--- config.mk ---
export PLATFORM = sky130hd
export DESIGN_NAME = psum_drain_flat
export DESIGN_NICKNAME = d
export VERILOG_FILES = /design/src/rtl/psum_drain_pkg.sv /design/src/rtl/psum_drain_if.sv /design/src/rtl/drain_fifo.sv /design/src/rtl/psum_drain.sv /design/src/flat_wrapper.sv
export SDC_FILE = /design/constraint.sdc
export NUM_CORES = 1
export LEC_CHECK = 0
export CORE_UTILIZATION = 55
export CTS_BUF_LIST = sky130_fd_sc_hd__clkbuf_4
export DETAILED_ROUTE_END_ITERATION = 10
export PLACE_DENSITY = 0.72
export SLEW_MARGIN = 20
export SYNTH_ARGS = -nofsm -noshare
export SYNTH_HDL_FRONTEND = slang
export SYNTH_SLANG_ARGS = --single-unit
--- constraint.sdc ---
create_clock -name clk_in -period 5.5 [get_ports clk_in]
set_input_delay 0.55 -clock clk_in [delete_from_list [all_inputs] [get_ports clk_in]]
set_output_delay 0.55 -clock clk_in [all_outputs]
set_load 0.05 [all_outputs]
--- src/rtl/psum_drain_pkg.sv ---
// Shared types and constants for the psum drain: output word layout and the binarizer.
package psum_drain_pkg;

    localparam int unsigned WIDTH       = 14;
    localparam int unsigned PACK_WIDTH  = 27;
    localparam int unsigned COUNT_WIDTH = $clog2(PACK_WIDTH + 1);

    // One packed activation word as it travels through the output FIFO.
    typedef struct packed {
        logic [PACK_WIDTH-1:0]  data;
        logic [COUNT_WIDTH-1:0] count;
        logic                   last;
    } drain_word_t;

    // Activation bit: psum at or above threshold, both two's complement, full width.
    function automatic logic binarize(logic [WIDTH-1:0] psum, logic [WIDTH-1:0] threshold);
        return $signed(psum) >= $signed(threshold);
    endfunction

endpackage

--- src/rtl/psum_drain_if.sv ---
// Window-feeder and word-sink signals of the psum drain.
interface psum_drain_if;

    logic                                  win_valid_in;
    logic                                  win_last_in;
    logic [psum_drain_pkg::WIDTH-1:0]       psum_in;
    logic [psum_drain_pkg::WIDTH-1:0]       threshold_in;
    logic                                  stall_out;
    logic                                  word_valid_out;
    logic                                  word_ready_in;
    logic [psum_drain_pkg::PACK_WIDTH-1:0]  word_data_out;
    logic [psum_drain_pkg::COUNT_WIDTH-1:0] word_count_out;
    logic                                  word_last_out;
    logic                                  overflow_out;

    // Feeder/sink side.
    modport master (
        output win_valid_in, win_last_in, psum_in, threshold_in, word_ready_in,
        input  stall_out, word_valid_out, word_data_out, word_count_out, word_last_out,
               overflow_out
    );

    // Drain side.
    modport slave (
        input  win_valid_in, win_last_in, psum_in, threshold_in, word_ready_in,
        output stall_out, word_valid_out, word_data_out, word_count_out, word_last_out,
               overflow_out
    );

endinterface

--- src/rtl/drain_fifo.sv ---
// Synchronous FIFO of packed activation words with a sticky overflow flag.
module drain_fifo
    import psum_drain_pkg::*;
#(
    parameter int unsigned DEPTH = 16
) (
    input  logic                       clk_i,
    input  logic                       rst_i,
    input  logic                       push_i,
    input  drain_word_t                push_word_i,
    input  logic                       pop_i,
    output drain_word_t                head_word_o,
    output logic [$clog2(DEPTH+1)-1:0] count_o,
    output logic                       full_o,
    output logic                       empty_o,
    output logic                       overflow_o
);

    localparam int unsigned PTR_W = (DEPTH > 1) ? $clog2(DEPTH) : 1;
    localparam int unsigned CNT_W = $clog2(DEPTH + 1);

    drain_word_t      mem_q [DEPTH];
    logic [PTR_W-1:0] rd_ptr_q, rd_ptr_d;
    logic [PTR_W-1:0] wr_ptr_q, wr_ptr_d;
    logic [CNT_W-1:0] count_q, count_d;
    logic             overflow_q, overflow_d;
    logic             do_push, do_pop;

    assign full_o     = (count_q == CNT_W'(DEPTH));
    assign empty_o    = (count_q == '0);
    assign count_o    = count_q;
    assign overflow_o = overflow_q;
    // Head reads as zero while empty so the outputs are clean after reset.
    assign head_word_o = empty_o ? '0 : mem_q[rd_ptr_q];

    // Next-state: a pop frees the slot a same-cycle push needs, so full+pop+push is accepted.
    always_comb begin
        do_pop     = pop_i && !empty_o;
        do_push    = push_i && (!full_o || do_pop);
        rd_ptr_d   = rd_ptr_q;
        wr_ptr_d   = wr_ptr_q;
        count_d    = count_q;
        overflow_d = overflow_q | (push_i && full_o && !do_pop);
        if (do_pop) begin
            rd_ptr_d = (rd_ptr_q == PTR_W'(DEPTH - 1)) ? '0 : rd_ptr_q + 1'b1;
        end
        if (do_push) begin
            wr_ptr_d = (wr_ptr_q == PTR_W'(DEPTH - 1)) ? '0 : wr_ptr_q + 1'b1;
        end
        if (do_push && !do_pop) begin
            count_d = count_q + 1'b1;
        end else if (!do_push && do_pop) begin
            count_d = count_q - 1'b1;
        end
    end

    // Pointer, count and overflow registers.
    always_ff @(posedge clk_i) begin
        if (rst_i) begin
            rd_ptr_q   <= '0;
            wr_ptr_q   <= '0;
            count_q    <= '0;
            overflow_q <= 1'b0;
        end else begin
            rd_ptr_q   <= rd_ptr_d;
            wr_ptr_q   <= wr_ptr_d;
            count_q    <= count_d;
            overflow_q <= overflow_d;
        end
    end

    // Storage array; contents need no reset since empty masks the head.
    always_ff @(posedge clk_i) begin
        if (do_push) begin
            mem_q[wr_ptr_q] <= push_word_i;
        end
    end

endmodule

--- src/rtl/psum_drain.sv ---
// Drain at the end of a PE row: tracks valid psum cycles via delayed window tags, binarizes each
// captured psum against the threshold, packs the bits into words and queues them for the sink.
module psum_drain
    import psum_drain_pkg::*;
#(
    parameter int unsigned LATENCY = 11,
    // Must be at least LATENCY+2 so in-flight windows always fit after stall rises.
    parameter int unsigned DEPTH   = 16
) (
    input  logic       clk_in,
    input  logic       rst_in,
    psum_drain_if.slave bus
);

    localparam int unsigned FIFO_CNT_W = $clog2(DEPTH + 1);
    localparam logic [FIFO_CNT_W-1:0] STALL_AT = FIFO_CNT_W'(DEPTH - LATENCY - 1);

    logic [LATENCY-1:0]     tag_valid_q, tag_valid_d;
    logic [LATENCY-1:0]     tag_last_q, tag_last_d;
    logic [PACK_WIDTH-1:0]  pack_data_q, pack_data_d, merged_data;
    logic [COUNT_WIDTH-1:0] pack_cnt_q, pack_cnt_d;
    logic                   capture, capture_last, act_bit, word_done;
    drain_word_t            push_word, head_word;
    logic [FIFO_CNT_W-1:0]  fifo_count;
    logic                   fifo_full, fifo_empty, fifo_overflow, fifo_pop;
    logic                   stall_q;
    logic                   unused_full;

    // Tag pipeline shift: stage 0 takes the window issued this cycle, last only if valid.
    always_comb begin
        tag_valid_d    = '0;
        tag_last_d     = '0;
        tag_valid_d[0] = bus.win_valid_in;
        tag_last_d[0]  = bus.win_valid_in & bus.win_last_in;
        for (int i = 1; i < LATENCY; i++) begin
            tag_valid_d[i] = tag_valid_q[i-1];
            tag_last_d[i]  = tag_last_q[i-1];
        end
    end

    // Packer: merge the captured bit and close the word on the final bit or a frame end.
    always_comb begin
        capture      = tag_valid_q[LATENCY-1];
        capture_last = tag_last_q[LATENCY-1];
        act_bit      = binarize(bus.psum_in, bus.threshold_in);
        merged_data  = pack_data_q;
        merged_data[pack_cnt_q] = act_bit;
        word_done = capture && (capture_last || (pack_cnt_q == COUNT_WIDTH'(PACK_WIDTH - 1)));
        push_word.data  = merged_data;
        push_word.count = pack_cnt_q + 1'b1;
        push_word.last  = capture_last;
        pack_data_d = pack_data_q;
        pack_cnt_d  = pack_cnt_q;
        if (word_done) begin
            pack_data_d = '0;
            pack_cnt_d  = '0;
        end else if (capture) begin
            pack_data_d = merged_data;
            pack_cnt_d  = pack_cnt_q + 1'b1;
        end
    end

    // Tag, packer and stall registers; reset drops in-flight windows and any partial word.
    always_ff @(posedge clk_in) begin
        if (rst_in) begin
            tag_valid_q <= '0;
            tag_last_q  <= '0;
            pack_data_q <= '0;
            pack_cnt_q  <= '0;
            stall_q     <= 1'b0;
        end else begin
            tag_valid_q <= tag_valid_d;
            tag_last_q  <= tag_last_d;
            pack_data_q <= pack_data_d;
            pack_cnt_q  <= pack_cnt_d;
            stall_q     <= (fifo_count >= STALL_AT);
        end
    end

    assign fifo_pop = !fifo_empty && bus.word_ready_in;

    drain_fifo #(
        .DEPTH (DEPTH)
    ) u_fifo (
        .clk_i       (clk_in),
        .rst_i       (rst_in),
        .push_i      (word_done),
        .push_word_i (push_word),
        .pop_i       (fifo_pop),
        .head_word_o (head_word),
        .count_o     (fifo_count),
        .full_o      (fifo_full),
        .empty_o     (fifo_empty),
        .overflow_o  (fifo_overflow)
    );

    // Full is implied by the overflow flag here; the stall threshold keeps us clear of it.
    assign unused_full = fifo_full;

    assign bus.stall_out      = stall_q;
    assign bus.word_valid_out = !fifo_empty;
    assign bus.word_data_out  = head_word.data;
    assign bus.word_count_out = head_word.count;
    assign bus.word_last_out  = head_word.last;
    assign bus.overflow_out   = fifo_overflow;

endmodule

--- src/flat_wrapper.sv ---
// flat-port wrapper written by rule: the top's interface ports become plain ports
module psum_drain_flat import psum_drain_pkg::*;
#(
    parameter int unsigned LATENCY = 11,
                                                                                    
    parameter int unsigned DEPTH   = 16
)
  (clk_in, rst_in, bus_win_valid_in, bus_win_last_in, bus_psum_in, bus_threshold_in, bus_word_ready_in, bus_stall_out, bus_word_valid_out, bus_word_data_out, bus_word_count_out, bus_word_last_out, bus_overflow_out);
  psum_drain_if bus_i ();
  input  logic clk_in;
  input  logic rst_in;
  input wire logic [$bits(bus_i.win_valid_in)-1:0] bus_win_valid_in;
  input wire logic [$bits(bus_i.win_last_in)-1:0] bus_win_last_in;
  input wire logic [$bits(bus_i.psum_in)-1:0] bus_psum_in;
  input wire logic [$bits(bus_i.threshold_in)-1:0] bus_threshold_in;
  input wire logic [$bits(bus_i.word_ready_in)-1:0] bus_word_ready_in;
  output wire logic [$bits(bus_i.stall_out)-1:0] bus_stall_out;
  output wire logic [$bits(bus_i.word_valid_out)-1:0] bus_word_valid_out;
  output wire logic [$bits(bus_i.word_data_out)-1:0] bus_word_data_out;
  output wire logic [$bits(bus_i.word_count_out)-1:0] bus_word_count_out;
  output wire logic [$bits(bus_i.word_last_out)-1:0] bus_word_last_out;
  output wire logic [$bits(bus_i.overflow_out)-1:0] bus_overflow_out;
  assign bus_i.win_valid_in = bus_win_valid_in;
  assign bus_i.win_last_in = bus_win_last_in;
  assign bus_i.psum_in = bus_psum_in;
  assign bus_i.threshold_in = bus_threshold_in;
  assign bus_i.word_ready_in = bus_word_ready_in;
  assign bus_stall_out = bus_i.stall_out;
  assign bus_word_valid_out = bus_i.word_valid_out;
  assign bus_word_data_out = bus_i.word_data_out;
  assign bus_word_count_out = bus_i.word_count_out;
  assign bus_word_last_out = bus_i.word_last_out;
  assign bus_overflow_out = bus_i.overflow_out;
  psum_drain #(.LATENCY(LATENCY), .DEPTH(DEPTH)) u_core (.clk_in(clk_in), .rst_in(rst_in), .bus(bus_i));
endmodule
==> run summary, run 1 <==
final worst setup slack -> 0.939 ns
initial antenna violation count -> 1
Synth Flop Type -> edfxtp_1
Initial Util -> 0.562
Reg clk slew, reported paths -> 0.06 ns
Antenna Nets Post-Route -> 0
crit path max-delay cell type -> clkdlybuf4s50_1
Placed Cells -> 1801
DRT iter0 DRCs -> 1070
most frequent cells after synthesis -> 528 x edfxtp_1, 165 x mux4_2, 94 x nand2_1
sequential share of power -> 0.447
placement row count -> 75
sw power -> 3.19 mW
highest routed layer -> met4
Layout Cells excl Fill -> 2059
io pins -> 69
EDFF count, synth -> 528
unrepaired setup endpoints after global routing -> false
htree depth -> 4
status -> finished, final reports clean
GPL Wtd Cong -> 0.753
detailed-route via count -> 12499
post-synthesis mux area share -> 0.158
die area -> 44000 µm²
WL met2 -> 25400 µm
hold buffers post-CTS -> 0
Yosys reg bits -> 601
max cap viols -> 0
syn_nets -> 1298
Synth Area in Compound Gates -> 0.0249
vias in the first global route -> 13150
fin crit period -> 4.56 ns
Final Hold Fails -> 0
Slew Limit Headroom -> 0.324
Tot Pwr -> 11.2 mW
CTS Buf Count -> 148
Synth cell types -> 42
filler cell count -> 2932
total negative slack -> 0 ns
WP buf/inv -> 2
area of the multi-input gates -> 6110 µm²
Arr. time, crit path -> 4.01 ns
WL final -> 51100 µm
CP top delay family -> buffers and inverters
Synth Warn # -> 0
P per Cell Area -> 412 nW/µm²
Final setup viols -> 0
Setup Skew -> 0.0443 ns
clk buf depth -> 3
Port Buffers -> 68
Synth Instances -> 1237
most frequent cell after synthesis -> edfxtp_1
detailed placement HPWL -> 26600 µm
HP Class -> in2reg
post-CTS setup buffer count -> 0
leakage power -> 7.93 nW
Critical Path, Cell by Cell -> buf_12, mux4_2, mux4_2, and2_1, clkdlybuf4s50_1
Post-Synth Simple-Gate Area -> 0.0497
Post-CTS Resized -> 0
Slew Limit Fails -> 0
# DRC -> 0
WL met3 -> 4100 µm
Synth Area in XOR/XNOR -> 0.00406
largest family of logic cells by synthesized area -> multiplexers
WP data required -> 4.95 ns
final net count -> 1473
design internal power -> 7.99 mW
Cell Area, Synth -> 23700 µm²
sequential fraction of the synthesis area -> 0.730
syn avg cell area -> 19.2 µm²
Wirelength per Cell -> 24.8 µm
power share of the combinational group -> 0.221
Clock Power Share -> 0.332
CTS tree -> built
final core utilization -> 0.642
clock root buffer master -> clkbuf_4
period utilisation layout -> 0.829
Switching Fraction -> 0.285
CORE AREA -> 42200 µm²
Fmax -> 219 MHz
CP Class -> reg2out
crit path max fanout -> 59
Layout area overhead -> 14.3%
post-synth top area share -> 0.669
Place WS -> 1.50 ns
ys async rst share -> 0
layout cells sized above 1 -> 0.300
maximum VDD drop -> 508 µV
clk sinks -> 601
critical path endpoint category -> output pin
cell taking the most area after synthesis -> edfxtp_1
Tot GR Track Use -> 0.243
Critical Path Most Common Cell -> mux4_2
CP max stage delay -> 0.70 ns
Adder-Cell Fraction of Synth Area -> 0.0151
grt total ovfl -> 0
worst skew pair latency -> 0.84 ns
Die Y-Extent -> 210 µm
DRT met1 WL -> 20300 µm
largest net degree at the start of global routing -> 133
startpoint class of the critical path -> flip-flop
Slew @ Worst Pin -> 1.01 ns
die width -> 210 µm
TritonRoute pass-1 iters -> 6
dominant cells by area after synthesis -> edfxtp_1 67%, mux4_2 16%, dfxtp_1 6.2%
Register Area -> 17300 µm²
first-pass GRT wire length -> 77200 µm
Via density -> 6.07
[cells in the final DEF (no fill, tap or decap), types with 3 or more instances in the layout]
master             n
ha_1              27
mux4_2           165
dfxtp_1           69
and2_1            35
nor2b_1           22
edfxtp_1         528
mux2i_1            4
inv_1             19
clkdlybuf4s50_1   68
clkbuf_4         224
clkinv_1          24
bufinv_16          4
xnor2_1            5
a21o_1             4
nand2_1           93
nand2b_1           4
a21oi_1           16
buf_12             7
buf_4             24
nor2_1            24
nor3_2             4
xor2_1             5
o21ai_1           29
and2_0             4
nor2_4            12
nand4_1            4
nand3_1           32
nor3b_1            3
o41ai_1           26
[final timing paths]
check	startpoint	to	slack, ns	cells after the start
worst max register to register	u_core.pack_cnt_q[0]	u_core.u_fifo.mem_q[10][28]	1.59	8
worst max-delay path	flip-flop	bus_word_data_out[12]	0.94	5
worst min register to register	u_core.tag_last_q[9]	u_core.tag_last_q[10]	0.44	1
worst min-delay path	bus_win_last_in	u_core.tag_last_q[0]	0.29	2
[metrics by stage]
step | hold slack [ns] | area [µm²]
6_report | 0.290 | 27100
3_5_place_dp | 0.428 | 25200
2_1_floorplan | 0.414 | 23700
4_1_cts | 0.217 | 27100
3_3_place_gp | 0.419 | 25200
5_1_grt | 0.248 | 27100
[cell families after synthesis]
family | count (synthesis)
mux | 169
compound gates | 88
fa+ha+maj | 28
flops | 601
buf+inv | 94
xor+xnor | 11
simple gates | 246
[power groups by stage]
stage	Clock, mW	Sequential (mW)	Combinational, mW
finish	3.71	5.00	2.47
global route	4.02	5.01	2.63
CTS	3.80	5.00	2.53
detailed placement	0	5.10	2.52
global placement	0	5.10	2.51
floorplan	0	5.05	1.88
[cell type report]
cell class                      instances  share of cell area
Tap cell                              539              0.0249
Inverter                               20             0.00277
Sequential cell                       601               0.639
Antenna cell                            1           0.0000923
Clock buffer                          224              0.0620
Timing Repair Buffer                   99              0.0369
Clock inverter                         33             0.00882
Multi-Input combinational cell        542               0.225
[metal layers]
layer / vias to the layer above / global-route usage
met4: 0 / 0.102
met1: 6348 / 0.326
met3: 98 / 0.0530
met5: - / 0
met2: 628 / 0.389
li1: 5425 / -
[registers in the layout (all words and copies together) (netlist names), named ones only]
signal	cells
u_core.u_fifo.mem_q	528
u_core.pack_data_q	27
u_core.tag_last_q	11
u_core.tag_valid_q	11
u_core.pack_cnt_q	5
u_core.u_fifo.count_o	5
u_core.u_fifo.rd_ptr_q	4
u_core.u_fifo.wr_ptr_q	4
u_core.bus.stall_out	1
u_core.u_fifo.overflow_o	1
[worst reg2reg max path, stage by stage (launching register included)]
cell and delay (ns):
dfxtp_1 0.37, inv_1 0.38, ha_1 0.49, and4b_1 0.31, o21ai_1 0.12, a31oi_2 0.47, nand2_1 0.34, nor2_4 0.51
buf_4 0.55
(Power assumes the default switching activity.)
==> inputs of run 2 (changes only) <==
Settings changed: PLACE_DENSITY 0.72 to 0.75.
Clock period 5.5 ns to 4.15 ns, I/O delays scaled along.
==> run 2 against run 1 <==
Net effect:
- sequential power up 32%
- routed wire length down 1.1%
- final cell count up 0.68%
- clock skew down 0.0028 ns
- combinational power up 36%
- total power up 31%
- register-to-register slack worse by 1.2 ns
- non-clock buffer count up 13
- via count up 0.66%
- global-route usage down 0.44 points
- core utilization up 0.21 points
- clock power up 28%
- critical path type unchanged
==> run summary, run 2 (synthesized netlist as in run 1, its figures left out) <==
GPL Wtd Cong -> 0.806
filler cell count -> 2902
leakage power -> 8.21 nW
Tot Pwr -> 14.7 mW
die width -> 210 µm
worst r2r dst -> u_core.u_fifo.count_o[4]
Via density -> 6.07
Slew @ Worst Pin -> 1.01 ns
final net count -> 1484
status -> finished, final reports clean
period utilisation layout -> 0.965
largest net degree at the start of global routing -> 107
clk sinks -> 601
area of the multi-input gates -> 6140 µm²
TritonRoute pass-1 iters -> 5
worst skew pair latency -> 0.84 ns
startpoint class of the critical path -> flip-flop
Min-Delay Path Depth -> 2
placement row count -> 75
highest-count cells in the layout ignoring fill and taps -> 528 x edfxtp_1, 215 x clkbuf_4, 165 x mux4_2
HP Class -> in2reg
Min-Delay Endpoint -> u_core.tag_last_q[0]
Final Hold Fails -> 0
max cap viols -> 0
critical path endpoint category -> output pin
Port Buffers -> 68
clk buf depth -> 3
CORE AREA -> 42200 µm²
initial antenna violation count -> 2
io pins -> 69
hold_sp -> bus_win_last_in
Slew Limit Fails -> 0
Reg clk slew, reported paths -> 0.06 ns
max FFs per register -> 528
Fmax -> 250 MHz
CTS Buf Count -> 146
Arr. time, crit path -> 3.59 ns
CTS tree -> built
commonest non-fill, non-tap cell in the layout -> edfxtp_1
DRT iter0 DRCs -> 1411
die area -> 44000 µm²
maximum VDD drop -> 472 µV
CP Class -> reg2out
final core utilization -> 0.644
Slew Limit Headroom -> 0.328
Final setup viols -> 0
Die Y-Extent -> 210 µm
clock root buffer master -> clkbuf_4
worst reg2reg path depth -> 14
Setup Skew -> 0.0414 ns
Initial Util -> 0.562
layout cells sized above 1 -> 0.301
vias in the first global route -> 13120
Wirelength per Cell -> 24.4 µm
hold buffers post-CTS -> 0
crit path max fanout -> 106
total negative slack -> 0 ns
Reg with most FFs -> u_core.u_fifo.mem_q
unrepaired setup endpoints after global routing -> false
WL final -> 50500 µm
worst reg-to-reg setup slack -> 0.39 ns
Tot GR Track Use -> 0.238
# DRC -> 0
htree depth -> 4
Largest regs -> u_core.u_fifo.mem_q (528), u_core.pack_data_q (27)
Register Area -> 17300 µm²
R2R Path Start -> u_core.pack_cnt_q[0]
Layout area overhead -> 14.7%
detailed placement HPWL -> 27300 µm
WP data required -> 3.73 ns
fin crit period -> 4.00 ns
post-CTS setup buffer count -> 0
Antenna Nets Post-Route -> 0
first-pass GRT wire length -> 76000 µm
grt total ovfl -> 0
P per Cell Area -> 540 nW/µm²
detailed-route via count -> 12581
==> run 2: cell type report <==
cell class	instances	share of cell area
antenna	1	0.0000920
clock buffer	215	0.0593
clock inverter	43	0.00929
inverter	20	0.00276
multi-input combinational	542	0.226
sequential	601	0.637
tap	539	0.0248
timing repair buffer	112	0.0409
==> run 2: worst max-delay path by stage <==
stage	startpoint	end	slack (ns)	depth (start not counted)
6_report	flip-flop	bus_word_data_out[5]	0.15	5
5_1_grt	flip-flop	bus_word_count_out[1]	0.04	5
4_1_cts	flip-flop	bus_word_data_out[10]	-0.01	5
3_5_place_dp	bus_threshold_in[13]	u_core.u_fifo.mem_q[4][13]	0.43	7
3_3_place_gp	bus_threshold_in[13]	u_core.u_fifo.mem_q[0][18]	0.56	7
2_1_floorplan	u_core.pack_cnt_q[0]	u_core.u_fifo.mem_q[7][0]	0.37	8
==> run 2: report_power, final <==
group	internal, mW	leakage (nW)	switching (mW)
clock	2.56	1.10	2.20
sequential	6.53	4.73	0.0582
combinational	1.33	2.38	2.02
==> run 2: critical path, cell delays in order (launching register included) <==
cell and delay, ns:
dfxtp_4 0.36, buf_12 0.39, mux4_2 0.42, mux4_2 0.49, and2_1 0.18, clkdlybuf4s50_1 0.70
==> run 2: through the flow <==
stage / instance area [µm²] / setup WS, ns / hold WS [ns] / instances
final: 27200 / 0.146 / 0.159 / 2073
after global routing: 27200 / 0.0378 / 0.101 / 2073
after CTS: 27200 / -0.0115 / 0.0612 / 2072
after detailed placement: 25300 / 0.434 / 0.425 / 1813
after global placement: 25200 / 0.562 / 0.419 / 1813
after floorplan: 23700 / 0.371 / 0.414 / 1237
==> run 2: metal layers <==
layer / global-route usage / routed length, µm
met2: 0.382 / 25100
met1: 0.327 / 20000
met4: 0.0941 / 1100
met3: 0.0462 / 4310
met5: 0 / 0
==> run 2: what timing repair did <==
item,4_1_cts,5_1_grt
gates cloned,1,0
endpoints found under the setup margin,19,12
resized for setup,18,12
==> inputs of run 3 (changes only) <==
Settings changed: CORE_MARGIN from default to 2, CTS_CLUSTER_DIAMETER from default to 30, SETUP_SLACK_MARGIN from default to 0.02.
==> run 3 against run 2 <==
Net effect:
- sequential power about the same
- design area rose by 0.25%
- critical path depth unchanged
- first-iteration DRC count decreased by 16%
==> run summary, run 3 (synthesized netlist as in run 1, its figures left out) <==
status -> finished, final reports clean
CTS Buf Count -> 145
clock root buffer master -> clkbuf_4
Placed Cells -> 1813
Setup Skew -> 0.0544 ns
P per Cell Area -> 541 nW/µm²
GPL Wtd Cong -> 0.779
period utilisation layout -> 0.960
maximum VDD drop -> 725 µV
worst skew pair latency -> 0.85 ns
Slew Limit Headroom -> 0.317
Die Y-Extent -> 212 µm
unrepaired setup endpoints after global routing -> false
first-pass GRT wire length -> 76000 µm
detailed-route via count -> 12486
highest-count cells in the layout ignoring fill and taps -> 528 x edfxtp_1, 209 x clkbuf_4, 165 x mux4_2
Via density -> 6.02
final net count -> 1475
max cap viols -> 0
Reg clk slew, reported paths -> 0.07 ns
Slew @ Worst Pin -> 1.02 ns
Arr. time, crit path -> 3.57 ns
fin crit period -> 3.98 ns
Reg with most FFs -> u_core.u_fifo.mem_q
commonest non-fill, non-tap cell in the layout -> edfxtp_1
Wirelength per Cell -> 24.4 µm
Layout area overhead -> 15.0%
Layout Cells excl Fill -> 2073
Largest regs -> u_core.u_fifo.mem_q (528), u_core.pack_data_q (27)
TritonRoute pass-1 iters -> 8
total negative slack -> 0 ns
htree depth -> 4
placement row count -> 76
DRT iter0 DRCs -> 1181
Slew Limit Fails -> 0
Port Buffers -> 68
die area -> 44800 µm²
WP data required -> 3.73 ns
hold buffers post-CTS -> 0
Final setup viols -> 0
crit path max fanout -> 26
startpoint class of the critical path -> flip-flop
Register Area -> 17300 µm²
clk sinks -> 601
worst reg2reg path depth -> 14
Antenna Nets Post-Route -> 0
area of the multi-input gates -> 6150 µm²
detailed placement HPWL -> 26400 µm
io pins -> 69
layout cells sized above 1 -> 0.299
leakage power -> 8.14 nW
grt total ovfl -> 0
WL final -> 50500 µm
hold_sp -> bus_win_last_in
Final Hold Fails -> 0
CORE AREA -> 42800 µm²
CP Class -> reg2out
filler cell count -> 2879
initial antenna violation count -> 1
CTS tree -> built
die width -> 212 µm
critical path endpoint category -> output pin
Tot GR Track Use -> 0.236
Initial Util -> 0.554
# DRC -> 0
vias in the first global route -> 12905
Fmax -> 251 MHz
R2R Path Start -> u_core.pack_cnt_q[0]
Min-Delay Path Depth -> 2
largest net degree at the start of global routing -> 65
clk buf depth -> 3
max FFs per register -> 528
HP Class -> in2reg
## run 3: power breakdown
group / internal, mW / switching [mW]
Sequential: 6.53 / 0.0582
Clock: 2.57 / 2.21
Combinational: 1.39 / 1.99
## run 3: final cells by class
| type | count | area share |
|---|---|---|
| repair buffers | 104 | 0.0423 |
| clock buffers | 209 | 0.0575 |
| well taps | 546 | 0.0251 |
| multi-input cells | 542 | 0.226 |
| clock inverters | 50 | 0.0112 |
| flip-flops and latches | 601 | 0.635 |
| inverters | 20 | 0.00275 |
| diodes | 1 | 0.0000918 |
## run 3: final timing paths
check | end | slack (ns)
worst max-delay path | bus_word_data_out[5] | 0.17
worst min-delay path | u_core.tag_last_q[0] | 0.18
worst max register to register | u_core.u_fifo.count_o[4] | 0.32
worst min register to register | u_core.tag_last_q[10] | 0.43
## run 3: timing repair
item | 4_1_cts | 5_1_grt
buffers inserted | 0 | 0
endpoints found under the hold margin | 0 | 0
resized for setup | 1 | 15
cloned | 0 | 0
endpoints found under the setup margin | 8 | 20
## run 3: critical path, stage by stage, from the launching register on
cell,delay [ns]
dfxtp_4,0.41
buf_6,0.35
mux4_2,0.57
mux4_2,0.50
and2_1,0.18
clkdlybuf4s50_1,0.71
## run 3: stage by stage
step	power, mW	worst slack, ns	utilization	instance area, µm²	hold WS (ns)
global route	15.4	0.0266	0.637	27300	0.142
detailed placement	10.1	0.398	0.592	25300	0.426
CTS	14.9	0.0126	0.635	27200	0.103
finish	14.7	0.165	0.637	27300	0.180
global placement	10.1	0.513	0.591	25300	0.418
floorplan	9.19	0.371	-	23700	0.414
## run 3: routing by layer
layer,part of all wire,global-route usage,vias up
met5,0,0,-
met4,0.023,0.0915,0
met3,0.086,0.0534,97
met2,0.49,0.374,601
met1,0.40,0.324,6362
li1,-,-,5426
